===== config.mk =====
export PLATFORM = sky130hd
export DESIGN_NAME = hazard_sched
export DESIGN_NICKNAME = d
export VERILOG_FILES = /design/src/rtl/hazard_sched.sv
export SDC_FILE = /design/constraint.sdc
export NUM_CORES = 1
export LEC_CHECK = 0
export ABC_AREA = 0
export BUFFER_PORTS_ARGS = -buffer_cell sky130_fd_sc_hd__buf_2
export CORE_UTILIZATION = 46
export CTS_BUF_LIST = sky130_fd_sc_hd__clkbuf_8
export DETAILED_ROUTE_END_ITERATION = 8
export PLACE_DENSITY = 0.75
export REMOVE_ABC_BUFFERS = 1
export SYNTH_ARGS = -nofsm -noshare
export SYNTH_HDL_FRONTEND = slang
export SYNTH_SLANG_ARGS = --single-unit

===== constraint.sdc =====
create_clock -name clk -period 3.82 [get_ports clk]
set_clock_uncertainty 0.05 [all_clocks]
set_input_delay 0.764 -clock clk [delete_from_list [all_inputs] [get_ports clk]]
set_output_delay 0.764 -clock clk [all_outputs]
set_load 0.1 [all_outputs]

===== src/rtl/hazard_sched.sv =====
// hazard_sched: pipeline hazard controller for the 5-stage MIPS datapath.
// It sequences front-end hold and flush for load-use hazards and taken branches.
// It also runs the issue/wait/complete handshake of the multi-cycle mul/div unit.
module hazard_sched #(
    parameter int unsigned MD_LAT = 4,
    parameter int unsigned CNT_W  = 16
) (
    input  logic             clk,
    input  logic             rst_n,
    input  logic [4:0]       id_rs,
    input  logic [4:0]       id_rt,
    input  logic             id_uses_rt,
    input  logic             id_is_md,
    input  logic             ex_memread,
    input  logic [4:0]       ex_rt,
    input  logic             mem_br_taken,
    output logic             pc_write,
    output logic             ifid_write,
    output logic             ifid_flush,
    output logic             idex_flush,
    output logic             exmem_flush,
    output logic             md_go,
    output logic             md_abort,
    output logic             md_busy,
    output logic [CNT_W-1:0] stall_cnt
);

    localparam logic S_RUN     = 1'b0;
    localparam logic S_MD_WAIT = 1'b1;

    localparam logic [3:0] MD_INIT = 4'(MD_LAT - 1);

    logic       state, state_nxt;
    logic [3:0] md_cnt, md_cnt_nxt;
    logic       lu;

    // Load-use hazard: the load in EX writes a register the ID instruction reads.
    always_comb begin
        lu = ex_memread && (ex_rt != 5'd0) &&
             ((ex_rt == id_rs) || (id_uses_rt && (ex_rt == id_rt)));
    end

    // Mealy output and next-state decode, forced to pass-through during reset.
    always_comb begin
        pc_write    = 1'b1;
        ifid_write  = 1'b1;
        ifid_flush  = 1'b0;
        idex_flush  = 1'b0;
        exmem_flush = 1'b0;
        md_go       = 1'b0;
        md_abort    = 1'b0;
        state_nxt   = state;
        md_cnt_nxt  = md_cnt;
        if (rst_n) begin
            case (state)
                S_RUN: begin
                    if (mem_br_taken) begin
                        ifid_flush  = 1'b1;
                        idex_flush  = 1'b1;
                        exmem_flush = 1'b1;
                    end else if (lu) begin
                        pc_write   = 1'b0;
                        ifid_write = 1'b0;
                        idex_flush = 1'b1;
                    end else if (id_is_md) begin
                        md_go      = 1'b1;
                        md_cnt_nxt = MD_INIT;
                        state_nxt  = S_MD_WAIT;
                    end
                end
                default: begin
                    if (mem_br_taken) begin
                        md_abort    = 1'b1;
                        ifid_flush  = 1'b1;
                        idex_flush  = 1'b1;
                        exmem_flush = 1'b1;
                        md_cnt_nxt  = 4'd0;
                        state_nxt   = S_RUN;
                    end else begin
                        pc_write   = 1'b0;
                        ifid_write = 1'b0;
                        idex_flush = 1'b1;
                        md_cnt_nxt = md_cnt - 4'd1;
                        if (md_cnt == 4'd1) begin
                            state_nxt = S_RUN;
                        end
                    end
                end
            endcase
        end
    end

    // md_busy reflects the wait state, masked while reset is asserted.
    always_comb begin
        md_busy = rst_n && (state == S_MD_WAIT);
    end

    // State, mul/div countdown and saturating stall counter registers.
    always_ff @(posedge clk) begin
        if (!rst_n) begin
            state     <= S_RUN;
            md_cnt    <= 4'd0;
            stall_cnt <= '0;
        end else begin
            state  <= state_nxt;
            md_cnt <= md_cnt_nxt;
            if (!pc_write && (stall_cnt != '1)) begin
                stall_cnt <= stall_cnt + CNT_W'(1);
            end
        end
    end

endmodule


# Word level (Yosys, flattened, before mapping)

Index checks and enable logic that the tools add are counted.

Add/sub/neg operators: 2
Multiply operators: 0
Divide/modulo/power cells: 0
Magnitude comparators: 0
Equal/unequal tests: 6
Shift-type cells: 0
Muxes and demuxes: 25
Bitwise gates (word level): 0
Reduce and logical (&&, ||, !) cells: 10

Operators by type and width:

| cell                                             | number |
|---|---|
| 2-to-1 mux 1 bit                                 | 20 |
| 2-to-1 mux 4 bit                                 | 5 |
| adder 16 x 1 -> 16 bit, second input constant    | 1 |
| != test 16 bit, second input constant            | 1 |
| == test 5 bit                                    | 2 |
| logical AND 1 bit                                | 5 |
| nonzero test 5 bit                               | 1 |
| == test 4 x 1 -> 1 bit, second input constant    | 1 |
| subtractor 4 x 1 -> 4 bit, second input constant | 1 |
| AND reduction 3 bit                              | 1 |
| != test 2 x 1 -> 1 bit, second input constant    | 1 |
| != test 2 bit, second input constant             | 1 |
| nonzero test 2 bit                               | 1 |
| zero test 1 bit                                  | 1 |
| logical OR 1 bit                                 | 1 |

Bits in registers: 21
Bits in latches: 0
Memory bits (writable): 0
Bits in read-only memories: 0
Bits of input ports: 21
Output and inout port bits: 24
Memories: 0

# Depth between registers and ports, before layout

Gate-level depths: netlist (run 1).

Word-level depth: 10
Mapped depth: 8
Mapped depth without buffers: 6

# Least setup slack after synthesis (run 1)

No wires, ideal clock.

Path kind: input to output
From: in ex_rt[1]
To: out md_go
Data arrival time: 3.719 ns
Required time: 3.006 ns
Path slack: -0.713 ns
Cell stages on the path: 4
Buffers on the path: 0
Path through: or4_1 -> o21ai_0 -> a21oi_1 -> nor3_1

Longest elaborated chain between the ends: 8
Elaborated cells on any way between the ends: 11
Classes of those cells: 2 x eq/ne; 4 x mux; 5 x reduce/logical

Ends and longest elaborated chain:

| what                  | RTL line | RTL |
|---|---|---|
| from (decl)           | 15       | `input logic [4:0] ex_rt,` |
| == test 5 bit         | 40       | `((ex_rt == id_rs) \|\| (id_uses_rt && (ex_rt == id_rt)));` |
| logical AND 1 bit     | 40       |  |
| logical OR 1 bit      | 40       |  |
| logical AND 1 bit (*) | 39       | `lu = ex_memread && (ex_rt != 5'd0) &&` |
| 2-to-1 mux 1 bit (*)  | 61       | `end else if (lu) begin` |
| 2-to-1 mux 1 bit (*)  | 57       | `if (mem_br_taken) begin` |
| 2-to-1 mux 1 bit (*)  | 55       | `case (state)` |
| 2-to-1 mux 1 bit (*)  | 54       | `if (rst_n) begin` |
| to (decl)             | 22       | `output logic md_go,` |

Every way passes the cells marked *; elsewhere a longest branch is shown, timed or not.

# Final worst setup path (run 1)

Ends and elaborated chain as after synthesis.

==> results of run 1 <==
power by group:
part,switching [mW],internal [mW]
Sequential,0.00634,0.223
Clock,0.0724,0.0717
Combinational,0.0625,0.0270
cell usage after synthesis (2+ instances only):
library cell | number | area [um2]
nor3_1 | 4 | 20.0
a21oi_1 | 8 | 40.0
dfxtp_1 | 21 | 420
nand3_1 | 10 | 50.1
xnor2_1 | 3 | 26.3
nor4_1 | 2 | 12.5
buf_2 | 2 | 10.0
xor2_1 | 7 | 61.3
o21ai_0 | 10 | 50.1
clkbuf_1 | 4 | 15.0
nand4_1 | 3 | 18.8
o31ai_1 | 6 | 45.0
nand2_1 | 13 | 48.8
nand2b_1 | 3 | 18.8
or4_1 | 4 | 30.0
and4_1 | 2 | 17.5
o211ai_1 | 5 | 37.5
or3_1 | 5 | 31.3
inv_1 | 6 | 22.5
and2_1 | 5 | 31.3
and3_1 | 2 | 12.5
mux2i_1 | 3 | 30.0
nor2_1 | 7 | 26.3
ha_1 | 3 | 37.5
nor4b_1 | 2 | 17.5
o21a_1 | 4 | 30.0
buf_4 | 3 | 22.5
cell usage in the layout (no fill, tap or decap), drive strengths merged, types with 3 or more instances in the layout:
cell type / instances
o31ai: 6
o21a: 4
or4: 4
nor3: 4
nor4: 3
nand3: 10
xnor2: 3
o21ai: 10
clkbuf: 3
o211ai: 5
and2: 5
nand2: 13
inv: 7
nand2b: 3
xor2: 7
nor2: 7
ha: 3
nand4: 3
a21oi: 8
buf: 45
or3: 5
mux2i: 3
dfxtp: 21
routing by layer:
layer	track usage	vias up	part of all wire
met2	0.415	33	0.51
li1	-	660	-
met5	0	-	0
met3	0.0528	8	0.036
met1	0.265	622	0.43
met4	0.0855	0	0.020
area by class of cell:
class                           instances  area, um2  share of cell area
Tap cell                               30       37.5              0.0245
Clock inverter                          1       3.75             0.00245
Sequential cell                        21        420               0.275
Timing Repair Buffer                   45        228               0.149
Multi-Input combinational cell        121        776               0.507
Clock buffer                            3       41.3              0.0270
Inverter                                6       22.5              0.0147
sequential cells by signal, summed over array words and instances, names as in the netlist:
name	cells
state	1
md_cnt	4
stall_cnt	16
path summary, 6_finish.rpt:
kind,start,to,slack (ps),depth (start not counted)
max,ex_rt[1],md_go,400,6
min,md_cnt[3],md_cnt[3],440,1
max reg2reg,stall_cnt[0],stall_cnt[11],1540,6
min reg2reg,md_cnt[3],md_cnt[3],440,1
critical path, cell delays in order:
cell     delay, ps
buf_2          120
or4_1          530
o21ai_0        210
a21oi_1        140
nor3_1         340
buf_2          500
through the flow:
| step | instances | total power [mW] | TNS, ps | hold WS (ps) | area [um2] |
|---|---|---|---|---|---|
| after floorplan | 148 | 0.293 | -1310 | 382 | 1220 |
| after global placement | 223 | 0.319 | 0 | 403 | 1480 |
| after detailed placement | 223 | 0.323 | 0 | 415 | 1480 |
| after CTS | 227 | 0.467 | 0 | 432 | 1530 |
| after global routing | 227 | 0.483 | 0 | 470 | 1530 |
| final | 227 | 0.463 | 0 | 441 | 1530 |
logic make-up after synthesis:
logic type / Yosys count / share of synthesized area
xor+xnor: 10 / 0.0692
fa+ha+maj: 3 / 0.0296
mux: 3 / 0.0237
buf+inv: 15 / 0.0553
flops: 21 / 0.332
compound gates: 40 / 0.205
simple gates: 65 / 0.286
==> metrics.cfg, run 1 <==
[floorplan]
dieArea_um2=2970
die_y_um=54.5
rows=18
io_pins=45
start_util=0.498
die_x_um=54.5
coreArea_um2=2540

[sta]
hold_violations=0
period_needed_ps=3420
tightest_slew_ps=868
slew_viol_final=0
setup_slack_ps=400
timing.slew.headroom=0.422
setup_viol=0
finalCritPeriodShare=0.895
max_clock_freq_mhz=292
rsz0062_at_grt=no

[placed_design]
dp_hpwl_um=2390
dp_slack_ps=422
numPortBuffers=44
gp_congestion=0.793

[power_and_ir_drop]
vdd_drop_max_mv=0.283
p_per_area_nw_per_um2=303
p_leak_nw=0.651

[worst_setup_path]
end_kind=primary output
cp_data_required_time_ps=3010
crit_fanout=6
arrival_ps=2610
start_kind=primary input
crit_type=primary input to primary output

[cts]
tritoncts=yes
cts_resized=0
cts_sinks=21
clock_path_buffers=2
hold_buffers=0
clkTransAtPathRegs_ps=70
htree_levels=1
root_buffer=clkbuf_8
clk_latency_ps=260
numCtsBuffers=3
cts_setup_buffers=0

[cells_and_area]
num-fill-cells=257
antenna_cells=0
layout-drive-gt1-share=0.259
nets=222
syn2layout_area_growth_pct=20.8
fin_util=0.601

[drt]
vias=1323
drtPass1Iterations=4
drc=0
ant_nets=0
routedWlPerCell_um=14.0
wl_um=3170
drt_iter0_markers=23
vias_per_cell=5.83

[flow_run]
max-cap-violations=0

[global_routing]
grt_pass1_vias=1175
antenna_found_initial=0
grtUsageTotal=0.232
grt_max_degree=27
grt_pass1_wl_um=4950
grt-ovfl-total=0

[yosys]
synth_seq_cells=21
synthCells=157
ys_seq_area_frac=0.332
synth-edff-count=0
synth_flop_cell=dfxtp_1
synth_warnings=0
synth_cell_types=37
syn_area_um2=1270
postSynthAreaPerCell_um2=8.07
async_flop_share=0

[hold_path]
hp-class=flip-flop to flip-flop

[run_status]
status=complete, no violations

Power figures use the tool's default switching activity.
==> inputs of run 2 (changes only) <==
Settings changed: REMOVE_ABC_BUFFERS 1 to not set.
==> run 2 against run 1 <==
  * Non-clock buffer count down 1
  * Highest routed layer unchanged
  * Worst setup slack improved by 9.4 ps
  * Cell count shrank 0.44%
  * Utilization about the same
  * Combinational power is 3.2% lower
  * Die area is the same
  * Global-route usage fell by 0.61 points
  * Count of clock-buffer cells in the layout stayed put
  * Sequential power about the same
  * Critical path depth up 2
  * Largest cell class unchanged
  * Register-to-register slack about the same
==> metrics.cfg, run 2 (synthesis gave the netlist of run 1 again) <==
[floorplan]
rows=18
die_x_um=54.5
coreArea_um2=2540
start_util=0.498
die_y_um=54.5
io_pins=45
dieArea_um2=2970

[sta]
timing.slew.headroom=0.414
slew_viol_final=0
max_clock_freq_mhz=293
setup_viol=0
tightest_slew_ps=880
finalCritPeriodShare=0.893
period_needed_ps=3410
hold_violations=0
rsz0062_at_grt=no
fin_tns_setup_ps=0

[power_and_ir_drop]
vdd_drop_max_mv=0.306
p_leak_nw=0.649
p_total_mw=0.463
p_per_area_nw_per_um2=303

[cts]
root_buffer=clkbuf_8
htree_levels=1
cts_setup_buffers=0
tritoncts=yes
clk_latency_ps=260
cts_sinks=21
cts_resized=0
clock_path_buffers=2
numCtsBuffers=3
hold_buffers=0
clkTransAtPathRegs_ps=80

[hold_path]
min_to=md_cnt[3]
hold_depth=1
hold_start=md_cnt[3]
hp-class=flip-flop to flip-flop

[worst_setup_path]
ff2ff_setup_slack_ps=1540
start_kind=primary input
r2r-start=stall_cnt[0]
crit_type=primary input to primary output
end_kind=primary output
arrival_ps=2600
rr_worst_depth=6
r2r-end=stall_cnt[10]
crit_fanout=6
cp_data_required_time_ps=3010

[drt]
wl_um=2970
ant_nets=0
drc=0
vias=1284
vias_per_cell=5.68
drtPass1Iterations=4
routedWlPerCell_um=13.2
drt_iter0_markers=13

[cells_and_area]
nets=221
syn2layout_area_growth_pct=20.7
largest_reg_flops=16
top_register=stall_cnt
largestRegisters=stall_cnt: 16 flops, md_cnt: 4 flops, state: 1 flops
layout-drive-gt1-share=0.265
layout_common_cells=buf_2, dfxtp_1, nand2_1, nand3_1, o21ai_0
num-fill-cells=253
antenna_cells=0
final-seq-area_um2=420
multi_input_area_um2=781
layout_commonest_cell=buf_2

[yosys]
synth_fp_nets=181

[global_routing]
grt_max_degree=27
grt-ovfl-total=0
antenna_found_initial=0
grt_pass1_wl_um=4750
grt_pass1_vias=1106
grtUsageTotal=0.226

[flow_run]
max-cap-violations=0

[run_status]
status=complete, no violations

[placed_design]
gp_congestion=0.771
dp_hpwl_um=2290
numPortBuffers=44

run 2: changes by cell type in the layout (fill, tap and decap cells not counted):
cell      delta
nor3_2       +1
nor3_1       -1
inv_1        -1
buf_4        -1
clkinv_2     +1
run 2: report_power, final:
part           total (mW)  internal [mW]  switching, mW
Clock               0.147         0.0727         0.0742
Combinational      0.0866         0.0263         0.0603
Sequential          0.229          0.223        0.00632
Total               0.463          0.322          0.141
run 2: cell type report:
cell class / instances / area share
multi-input combinational: 121 / 0.511
sequential: 21 / 0.275
timing repair buffer: 44 / 0.144
clock buffer: 3 / 0.0270
tap: 30 / 0.0246
inverter: 6 / 0.0147
clock inverter: 1 / 0.00328
run 2: stage by stage:
stage,hold slack [ps],utilization,instances,worst slack (ps),area [um2]
finish,424,0.600,226,410,1530
global route,456,0.600,226,177,1530
CTS,422,0.600,226,409,1530
detailed placement,408,0.582,222,429,1480
global placement,403,0.582,222,480,1480
floorplan,382,-,157,79.7,1270
run 2: how the worst max path moves through the flow:
stage | start | endpoint | slack, ps | depth (start not counted)
finish | ex_rt[2] | idex_flush | 410 | 8
global route | ex_rt[2] | idex_flush | 180 | 8
CTS | ex_rt[2] | idex_flush | 410 | 8
detailed placement | ex_rt[2] | idex_flush | 430 | 8
global placement | ex_rt[2] | idex_flush | 480 | 8
floorplan | ex_rt[1] | pc_write | 80 | 6
run 2: routing by layer:
layer | track usage | wire length (um) | vias up
li1 | - | - | 661
met1 | 0.272 | 1310 | 596
met2 | 0.382 | 1520 | 23
met3 | 0.0694 | 118 | 4
met4 | 0.0641 | 27 | 0
met5 | 0 | 0 | -
run 2: critical path, cell delays in order:
cell and delay, ps:
buf_2 120, xor2_1 150, nor4_1 290, nand3_1 130
a21oi_1 410, or2_2 210, o21a_1 110, buf_2 420
